### src/rtl/temp_zone_encoder.sv
// temp_zone_encoder: classifies strobed temperature samples into COLD/NORMAL/HOT/FAULT
// with hysteresis and a stability filter. Optional alarm latch: TEMP_ALARM_LATCH_EN. Rev 1.0
`default_nettype none

module temp_zone_encoder #(
  parameter int NBITS      = 8,
  parameter int T_LOW      = 20,
  parameter int T_HIGH     = 40,
  parameter int HYST       = 2,
  parameter int STABLE_CNT = 4
) (
  input  logic             clk_2,
  input  logic             reset,
  input  logic [NBITS-1:0] temp_in,
  input  logic             sample_valid,
  output logic [1:0]       temp_code,
  output logic             code_valid,
  output logic             zone_change
`ifdef TEMP_ALARM_LATCH_EN
  ,
  output logic             alarm,
  input  logic             alarm_clr
`endif
);

  typedef enum logic [1:0] {
    COLD   = 2'b00,
    NORMAL = 2'b01,
    FAULT  = 2'b10,
    HOT    = 2'b11
  } zone_t;

  localparam int CW = (STABLE_CNT < 2) ? 1 : $clog2(STABLE_CNT + 1);
  localparam logic [CW-1:0]  CNT_MAX = CW'(STABLE_CNT);
  localparam logic [NBITS:0] RISE_LO = (NBITS+1)'(T_LOW + HYST);
  localparam logic [NBITS:0] RISE_HI = (NBITS+1)'(T_HIGH + HYST);
  localparam logic [NBITS:0] FALL_LO = (NBITS+1)'(T_LOW - HYST);
  localparam logic [NBITS:0] FALL_HI = (NBITS+1)'(T_HIGH - HYST);
  localparam logic [NBITS:0] BASE_LO = (NBITS+1)'(T_LOW);
  localparam logic [NBITS:0] BASE_HI = (NBITS+1)'(T_HIGH);

  zone_t          zone_q, zone_d, pend_q, pend_d, cand, from;
  logic           valid_q, valid_d, change_q, change_d, commit;
  logic [CW-1:0]  cnt_q, cnt_d, cnt_inc;
  logic [NBITS:0] t;

  // Candidate zone; before the first commit the sample is classified as from FAULT
  always_comb begin
    t    = {1'b0, temp_in};
    from = valid_q ? zone_q : FAULT;
    cand = from;
    if (&temp_in) begin
      cand = FAULT;
    end else begin
      case (from)
        COLD:    cand = (t >= RISE_HI) ? HOT  : (t >= RISE_LO) ? NORMAL : COLD;
        NORMAL:  cand = (t >= RISE_HI) ? HOT  : (t <  FALL_LO) ? COLD   : NORMAL;
        HOT:     cand = (t <  FALL_LO) ? COLD : (t <  FALL_HI) ? NORMAL : HOT;
        default: cand = (t >= BASE_HI) ? HOT  : (t >= BASE_LO) ? NORMAL : COLD;
      endcase
    end
  end

  always_comb begin
    zone_d   = zone_q;
    pend_d   = pend_q;
    cnt_d    = cnt_q;
    valid_d  = valid_q;
    change_d = 1'b0;
    commit   = 1'b0;
    cnt_inc  = (cnt_q == CNT_MAX) ? cnt_q : cnt_q + CW'(1);
    if (sample_valid) begin
      if (!valid_q) begin
        commit = 1'b1;
      end else if (cand == zone_q) begin
        cnt_d = '0;
      end else if (cand == FAULT) begin
        commit = 1'b1;
      end else begin
        if (cand == pend_q) begin
          cnt_d = cnt_inc;
        end else begin
          pend_d = cand;
          cnt_d  = CW'(1);
        end
        if (cnt_d >= CNT_MAX) commit = 1'b1;
      end
    end
    if (commit) begin
      zone_d   = cand;
      cnt_d    = '0;
      valid_d  = 1'b1;
      change_d = !valid_q || (cand != zone_q);
    end
  end

  always_ff @(posedge clk_2 or negedge reset) begin
    if (!reset) begin
      zone_q   <= COLD;
      pend_q   <= COLD;
      cnt_q    <= '0;
      valid_q  <= 1'b0;
      change_q <= 1'b0;
    end else begin
      zone_q   <= zone_d;
      pend_q   <= pend_d;
      cnt_q    <= cnt_d;
      valid_q  <= valid_d;
      change_q <= change_d;
    end
  end

  assign temp_code   = zone_q;
  assign code_valid  = valid_q;
  assign zone_change = change_q;

`ifdef TEMP_ALARM_LATCH_EN
  // Set has priority; clear only honoured once the zone has left HOT/FAULT
  always_ff @(posedge clk_2 or negedge reset) begin
    if (!reset) begin
      alarm <= 1'b0;
    end else if (commit && (cand == HOT || cand == FAULT)) begin
      alarm <= 1'b1;
    end else if (alarm_clr && (zone_q == COLD || zone_q == NORMAL)) begin
      alarm <= 1'b0;
    end
  end
`endif

endmodule

`default_nettype wire

### config.mk
export PLATFORM = sky130hd
export DESIGN_NAME = temp_zone_encoder
export DESIGN_NICKNAME = d
export VERILOG_FILES = /design/src/rtl/temp_zone_encoder.sv
export SDC_FILE = /design/constraint.sdc
export NUM_CORES = 1
export LEC_CHECK = 0
export ABC_AREA = 0
export BUFFER_PORTS_ARGS = -buffer_cell sky130_fd_sc_hd__buf_2
export CAP_MARGIN = 15
export CELL_PAD_IN_SITES_DETAIL_PLACEMENT = 1
export CELL_PAD_IN_SITES_GLOBAL_PLACEMENT = 1
export CORE_MARGIN = 2
export CORE_UTILIZATION = 38
export DETAILED_ROUTE_END_ITERATION = 10
export PLACE_DENSITY_LB_ADDON = 0.1
export SLEW_MARGIN = 10
export SYNTH_ARGS = -nofsm -noshare
export SYNTH_HDL_FRONTEND = slang
export SYNTH_SLANG_ARGS = --single-unit
### constraint.sdc
create_clock -name clk_2 -period 2.5 [get_ports clk_2]
set_input_delay 0.125 -clock clk_2 [delete_from_list [all_inputs] [get_ports clk_2]]
set_output_delay 0.125 -clock clk_2 [all_outputs]
set_load 0.1 [all_outputs]
Word-level counts from Yosys, hierarchy flattened
Index checks and enable logic that the tools add are counted.
{"block": "op_classes", "muxes": 28, "bitwise": 3, "n_reduce_logical": 8, "magnitude_cmp": 7, "eq_ne": 8, "add_sub_neg": 1}
{"operator": "$mux 3", "count": 11}
{"operator": "$ge 8x5->1 const B", "count": 2}
{"operator": "$ge 8x6->1 const B", "count": 2}
{"operator": "$mux 2", "count": 7}
{"operator": "$mux 1", "count": 9}
{"operator": "$lt 8x5->1 const B", "count": 1}
{"operator": "$lt 8x6->1 const B", "count": 1}
{"operator": "$reduce_and 8->1", "count": 1}
{"operator": "$pmux 2 s3", "count": 1}
{"operator": "$reduce_and 5->1", "count": 1}
{"operator": "$eq 2x2->1", "count": 2}
{"operator": "$eq 2x2->1 const B", "count": 2}
{"operator": "$reduce_bool 2->1", "count": 2}
{"operator": "$add 3x1->3 const B", "count": 1}
{"operator": "$eq 3x3->1 const B", "count": 1}
{"operator": "$ge 3x3->1 const B", "count": 1}
{"operator": "$ne 3x3->1 const B", "count": 1}
{"operator": "$not 1->1", "count": 3}
{"operator": "$reduce_and 3->1", "count": 1}
{"operator": "$eq 2x1->1 const B", "count": 1}
{"operator": "$logic_not 2->1", "count": 1}
{"operator": "$ne 2x2->1", "count": 1}
{"operator": "$logic_not 1->1", "count": 1}
{"operator": "$logic_or 1x1->1", "count": 1}
{"block": "word_totals", "elab_cells": 60, "out_inout_bits": 4, "regBits": 9}

Depth between registers and ports, before layout
Gate-level depths: netlist (run 1).
{"block": "logic_depth", "word_depth": 19, "depth_mapped": 7}

Least setup slack after synthesis (run 1)
OpenSTA, ideal clock, no wires.
{"block": "synth_timing", "kind": "register to register", "start": "register valid_q (netlist: code_valid)", "end": "register pend_q[0]", "period_less_slack_ps": 2963, "t_arrival_ps": 2839, "required_time_ps": 2375, "path_slack_ps": -463, "setup_ps": 125, "path_stages_with_launch": 8, "cell_sequence": "dfrtp_1 > buf_4 > a2bb2oi_1 > a211o_1 > a2111oi_4 > xnor2_1 > o2111ai_2 > mux2_2"}
{"block": "synth_between", "elab_chain_len": 7, "word_cells_on_any_way": 13}
{"element": "start: declaration", "line_no": "43", "source": "logic valid_q, valid_d, change_q, change_d, commit;"}
{"element": "start signal: assignment", "line_no": "108", "source": "valid_q <= valid_d;"}
{"element": "$mux 2", "line_no": "50", "source": "from = valid_q ? zone_q : FAULT;"}
{"element": "$eq 2x2->1 (tied with other cells)", "line_no": "55", "source": "case (from)"}
{"element": "$pmux 2 s3", "line_no": "55"}
{"element": "$mux 2", "line_no": "52", "source": "if (&temp_in) begin"}
{"element": "$eq 2x2->1, on equally long branches", "line_no": "80, 75, 77"}
{"element": "$not 1->1 (no source line)"}
{"element": "$reduce_and 5->1 (no source line)"}
{"element": "end signal: assignment", "line_no": "106", "source": "pend_q <= pend_d;"}
{"element": "end: declaration", "line_no": "42", "source": "zone_t zone_q, zone_d, pend_q, pend_d, cand, from;"}
Several ways; a longest one is shown, not always the timed one.
A chain may end at the register's enable or synchronous reset.

Final worst setup path (run 1)
Ends and elaborated chain as after synthesis.

==> flow_summary_export.csv, run 1 <==
group,metric,value,unit
run_status,status,"complete, no violations",
final_layout,fin_cells,101,
yosys,synth_edf_count,0,
floorplan,start_util,41.5,%
timing,worst-slew-pin-transition,0.483,ns
route,dr.pass1.iters,4,
yosys,synth_most_common_cell,"dfrtp_1",
route,vias,584,
power_and_ir_drop,power_density,1030,nW/um2
timing,timing.final.crit_share,92.2,%
floorplan,die_y,45.0,um
floorplan,num_rows,14,
global_route,grt_pass1_vias,576,
placement,dpl.cell_count,96,
clock_network,root_buffer,"clkbuf_4",
timing,relSlewSlack,68.0,%
yosys,netlist_top_cells_count,"9 x dfrtp_1, 8 x nor2_1, 5 x inv_1, 4 x nand2_1",
final_layout,diodes,0,
final_layout,final_area,778,um2
route,wl_met1,736,um
yosys,yosysUniqueCellTypes,33,
floorplan,fp.dieW,45.0,um
clock_network,htree_levels,1,
yosys,syn_area,639,um2
timing,clock_skew,0.00820,ns
global_route,grt_usage,17.5,%
route,routedWlPerCell,15.4,um
final_layout,multi_input_area,400,um2
route,wl,1.56,mm
floorplan,die_area,2030,um2
clock_network,clockBufferDepth,2,
clock_network,clkSinkCount,9,
setup_path,worstSetupEndpointType,"flop",
yosys,synth_top_area_share,35.2,%
power_and_ir_drop,vdd_drop_max,0.541,mV
timing,hold_ws,0.143,ns
worst_hold_path,hold_class,"input port to flop",
yosys,syn_nets,80,
yosys,synth_top_flop_cell,"dfrtp_1",
final_layout,layout.nets,99,
timing,max_freq,434,MHz
setup_path,worstPathArrival,2.45,ns
yosys,synth_warnings,0,
placement,place_area,728,um2
timing,final_max_slew_viol_count,0,
placement,place_hpwl,1.27,mm
route,routed.top_layer,"met4",
route,drc,0,
timing,setup_violations,0,
route,vias_per_cell,5.78,
global_route,antenna_found_initial,0,
final_layout,area_growth,21.7,%
floorplan,ios,15,
flow_run,cap_violations,0,
timing,period_minus_slack,2.31,ns
final_layout,num-fill-cells,188,
final_layout,seqCellArea,231,um2
setup_path,path_max_fanout,10,
setup_path,required,2.65,ns
setup_path,path_class,"flop to flop",
power_and_ir_drop,power,803,uW
route,drtIter0Drc,13,
yosys,yosys-top-cells-area,"dfrtp_1 35%, nor2_1 4.7%, a2111oi_4 4.3%",
placement,gp_congestion,0.831,
power_and_ir_drop,p_leak,0.000330,uW
clock_network,cts_buffers,3,
timing,hold_viol,0,
yosys,seq_area_frac_synth,35.2,%
route,met2_length,692,um
yosys,async_reset_ff_share,100,%
setup_path,startpoint_type,"flop",
timing,finalSetupTns,0,ns
timing,rsz0062_at_grt,"false",
final_layout,drive_gt1_share,36.5,%
clock_network,cts_tree,"yes",
clock_network,insertion_delay,0.26,ns
yosys,syn_area_per_cell,9.54,um2
route,wl_met3,120,um
global_route,grt_start_max_net_pins,11,
floorplan,core-area,1540,um2
route,drtAntennaViolNets,0,
yosys,syn_inst,67,
yosys,synth_top_cell_by_area,"dfrtp_1",
global_route,overflow,0,
yosys,yosys_register_bits,9,
global_route,grt_pass1_wl,2.57,mm
clock_network,clk_pin_slew,0.06,ns
placement,io_buffer_count,14,
-- placed cells by master (no fill, tap or decap), drive strengths merged, types with 2 or more instances in the layout --
cell type  synthesis  routed
a2111oi            2       2
a211oi             2       2
a2bb2oi            2       2
buf                1      14
clkbuf             0       3
dfrtp              9       9
ha                 2       2
inv                5       5
nand2              4       4
nand4              3       3
nor2               8       8
nor3               3       3
o21ai              3       3
o22ai              2       2
or2                2       2
xnor2              3       3
-- routing by layer --
layer	global-route usage, %	up-vias
met5	0	-
met4	6.47	0
met3	4.80	2
met2	24.9	27
met1	25.4	270
li1	-	285
-- critical path: stages, from the launching register on --
cell	delay, ns
dfrtp_4	0.47
a2bb2oi_1	0.08
a211o_1	0.33
a2111oi_4	0.43
xnor2_1	0.18
o2111ai_2	0.33
mux2_2	0.37
-- flip-flops by register name (all words and copies together) (netlist names) --
signal,count
code_valid,1
cnt_q,3
temp_code,2
pend_q,2
zone_change,1
-- path summary, 6_finish.rpt --
kind / endpoint / slack, ns / from / depth (start not counted)
worst min register to register: pend_q[0]$_DFFE_PN0P_ / 0.53 / pend_q[0]$_DFFE_PN0P_ / 1
min in group asynchronous: cnt_q[1]$_DFFE_PN0P_ / 0.23 / reset / 2
worst max-delay path: pend_q[0]$_DFFE_PN0P_ / 0.19 / code_valid$_DFFE_PN0P_ / 6
worst max register to register: pend_q[0]$_DFFE_PN0P_ / 0.19 / code_valid$_DFFE_PN0P_ / 6
max in group asynchronous: code_valid$_DFFE_PN0P_ / 2.06 / reset / 2
worst min-delay path: cnt_q[2]$_DFFE_PN0P_ / 0.14 / sample_valid / 2
-- report_power, final --
group | switching [uW] | leakage [uW] | internal [uW]
clock network | 50.2 | 0.0000177 | 58.9
logic | 301 | 0.000210 | 160
registers | 43.6 | 0.000102 | 190
-- kinds of logic after synthesis --
family,count (synthesis),synth area share [%]
flops,9,35.2
fa+ha+maj,2,3.91
compound gates,19,27.4
xor+xnor,4,5.48
simple gates,25,20.5
buf+inv,6,4.11
mux,2,3.33
-- final cells by class --
type	instances	share of cell area (%)
multi-input cells	52	51.4
repair buffers	15	10.3
well taps	16	2.57
flip-flops and latches	9	29.7
clock buffers	3	2.89
inverters	5	2.41
clock inverters	1	0.643
-- what timing repair did --
| action | CTS | global route |
|---|---|---|
| hold endpoints to repair | 9 | 0 |
| hold buffers | 1 | 0 |
| resized for setup | 0 | 3 |
| buffers inserted | 0 | 0 |
| endpoints found under the setup margin | 0 | 4 |
-- through the flow --
stage / utilization, % / worst slack (ns)
final: 50.5 / 0.195
after global routing: 50.5 / 0.0689
after CTS: 49.7 / 0.108
after detailed placement: 47.2 / 0.113
after global placement: 47.2 / 0.206
after floorplan: - / 0.0202
Power figures use the tool's default switching activity.
==> run 2: changes to the inputs <==
PLACE_DENSITY = 0.77   (was unset)
PLACE_DENSITY_LB_ADDON = unset   (was 0.1)
==> flow_summary_export.csv, run 2 (synthesis results as in run 1) <==
group,metric,value,unit
run_status,status,"complete, no violations",
setup_path,path_max_fanout,6,
setup_path,worstSetupEndpointType,"flop",
floorplan,start_util,41.5,%
clock_network,insertion_delay,0.27,ns
final_layout,diodes,0,
route,wl,1.62,mm
placement,gp_congestion,0.836,
route,vias,582,
setup_path,endpoint,"pend_q[0]$_DFFE_PN0P_",
final_layout,regMostFlops,"cnt_q",
power_and_ir_drop,vdd_drop_max,0.640,mV
clock_network,root_buffer,"clkbuf_4",
placement,io_buffer_count,14,
route,dr.pass1.iters,4,
worst_hold_path,worst_hold_startpoint,"sample_valid",
timing,final_max_slew_viol_count,0,
clock_network,cts_tree,"yes",
placement,place_hpwl,1.27,mm
setup_path,startpoint_type,"flop",
setup_path,r2r_slack,0.12,ns
global_route,grt_pass1_vias,567,
global_route,grt_start_max_net_pins,11,
flow_run,cap_violations,0,
floorplan,ios,15,
setup_path,reg2reg_from,"temp_code[1]$_DFFE_PN0P_",
route,drtIter0Drc,11,
floorplan,die_area,2030,um2
timing,hold_viol,0,
global_route,grt_pass1_wl,2.64,mm
route,routedWlPerCell,16.0,um
worst_hold_path,hold_class,"input port to flop",
final_layout,multi_input_area,399,um2
timing,max_freq,421,MHz
power_and_ir_drop,p_leak,0.000330,uW
timing,relSlewSlack,61.3,%
clock_network,clk_pin_slew,0.06,ns
final_layout,drive_gt1_share,36.5,%
global_route,grt_usage,18.7,%
setup_path,worstPathArrival,2.53,ns
setup_path,startpoint,"temp_code[1]$_DFFE_PN0P_",
final_layout,final_cell_mix,"14 x buf_2, 8 x nor2_1, 6 x dfrtp_1",
timing,period_minus_slack,2.38,ns
final_layout,largest_reg_flops,3,
setup_path,required,2.65,ns
route,drc,0,
setup_path,r2r_cells,6,
timing,rsz0062_at_grt,"false",
final_layout,area_growth,21.5,%
timing,setup_violations,0,
route,vias_per_cell,5.76,
timing,worst-slew-pin-transition,0.565,ns
route,drtAntennaViolNets,0,
clock_network,clkSinkCount,9,
clock_network,clockBufferDepth,2,
timing,finalSetupTns,0,ns
clock_network,htree_levels,1,
floorplan,fp.dieW,45.0,um
timing,clock_skew,0.00438,ns
setup_path,path_class,"flop to flop",
floorplan,core-area,1540,um2
setup_path,r2r_end,"pend_q[0]$_DFFE_PN0P_",
final_layout,final_common_cell,"buf_2",
floorplan,die_y,45.0,um
power_and_ir_drop,power_density,1040,nW/um2
clock_network,cts_buffers,3,
final_layout,num-fill-cells,187,
final_layout,seqCellArea,231,um2
global_route,antenna_found_initial,0,
final_layout,fin_util,50.4,%
floorplan,num_rows,14,
final_layout,layout.nets,99,
timing,timing.final.crit_share,95.1,%
global_route,overflow,0,
[run 2: layer usage]
metal  share of wire, %  global-route usage (%)  vias up
met5                  0                       0        -
met4               0.68                    5.29        0
met3                3.9                    7.20        3
met2                 46                    27.7       11
met1                 49                    25.2      281
li1                   -                       -      287
[run 2: power by group]
group          switching [uW]  total (uW)  internal (uW)
clock network            53.8         113           59.1
logic                     304         464            160
registers                41.7         231            190
total                     399         808            409
[run 2: final cells by class]
| cell class | instances | area share, % |
|---|---|---|
| Clock buffer | 3 | 2.90 |
| Clock inverter | 1 | 0.644 |
| Inverter | 5 | 2.42 |
| Multi-Input combinational cell | 52 | 51.4 |
| Sequential cell | 9 | 29.8 |
| Tap cell | 16 | 2.58 |
| Timing Repair Buffer | 15 | 10.3 |
[run 2: worst min-delay path by stage]
stage                                  to  cells after the start
floorplan            cnt_q[0]$_DFFE_PN0P_                      0
global placement    pend_q[1]$_DFFE_PN0P_                      1
detailed placement   cnt_q[0]$_DFFE_PN0P_                      1
CTS                  cnt_q[2]$_DFFE_PN0P_                      2
global route         cnt_q[2]$_DFFE_PN0P_                      2
finish               cnt_q[2]$_DFFE_PN0P_                      2
[run 2: critical path: stages, from the launching register on]
cell and delay (ns):
dfrtp_2 0.44, nand2b_1 0.23, a2111oi_0 0.54, a311oi_2 0.17, xnor2_1 0.21, o2111ai_2 0.30, mux2_2 0.37
[run 2: timing repair]
item	CTS	global route
hold buffers	1	0
buffers inserted	0	0
endpoints found under the setup margin	0	4
hold endpoints to repair	9	0
gates resized for setup	0	2
[run 2: per-stage QoR]
step / area [um2] / setup WS (ns) / hold WS, ns / instances / power, uW
after floorplan: 649 / 0.0202 / -0.171 / 67 / 593
after global placement: 728 / 0.220 / -0.0111 / 96 / 676
after detailed placement: 728 / 0.0547 / -0.00694 / 96 / 688
after CTS: 766 / 0.0421 / 0.147 / 101 / 807
after global routing: 777 / 0.0121 / 0.141 / 101 / 862
final: 777 / 0.122 / 0.144 / 101 / 808
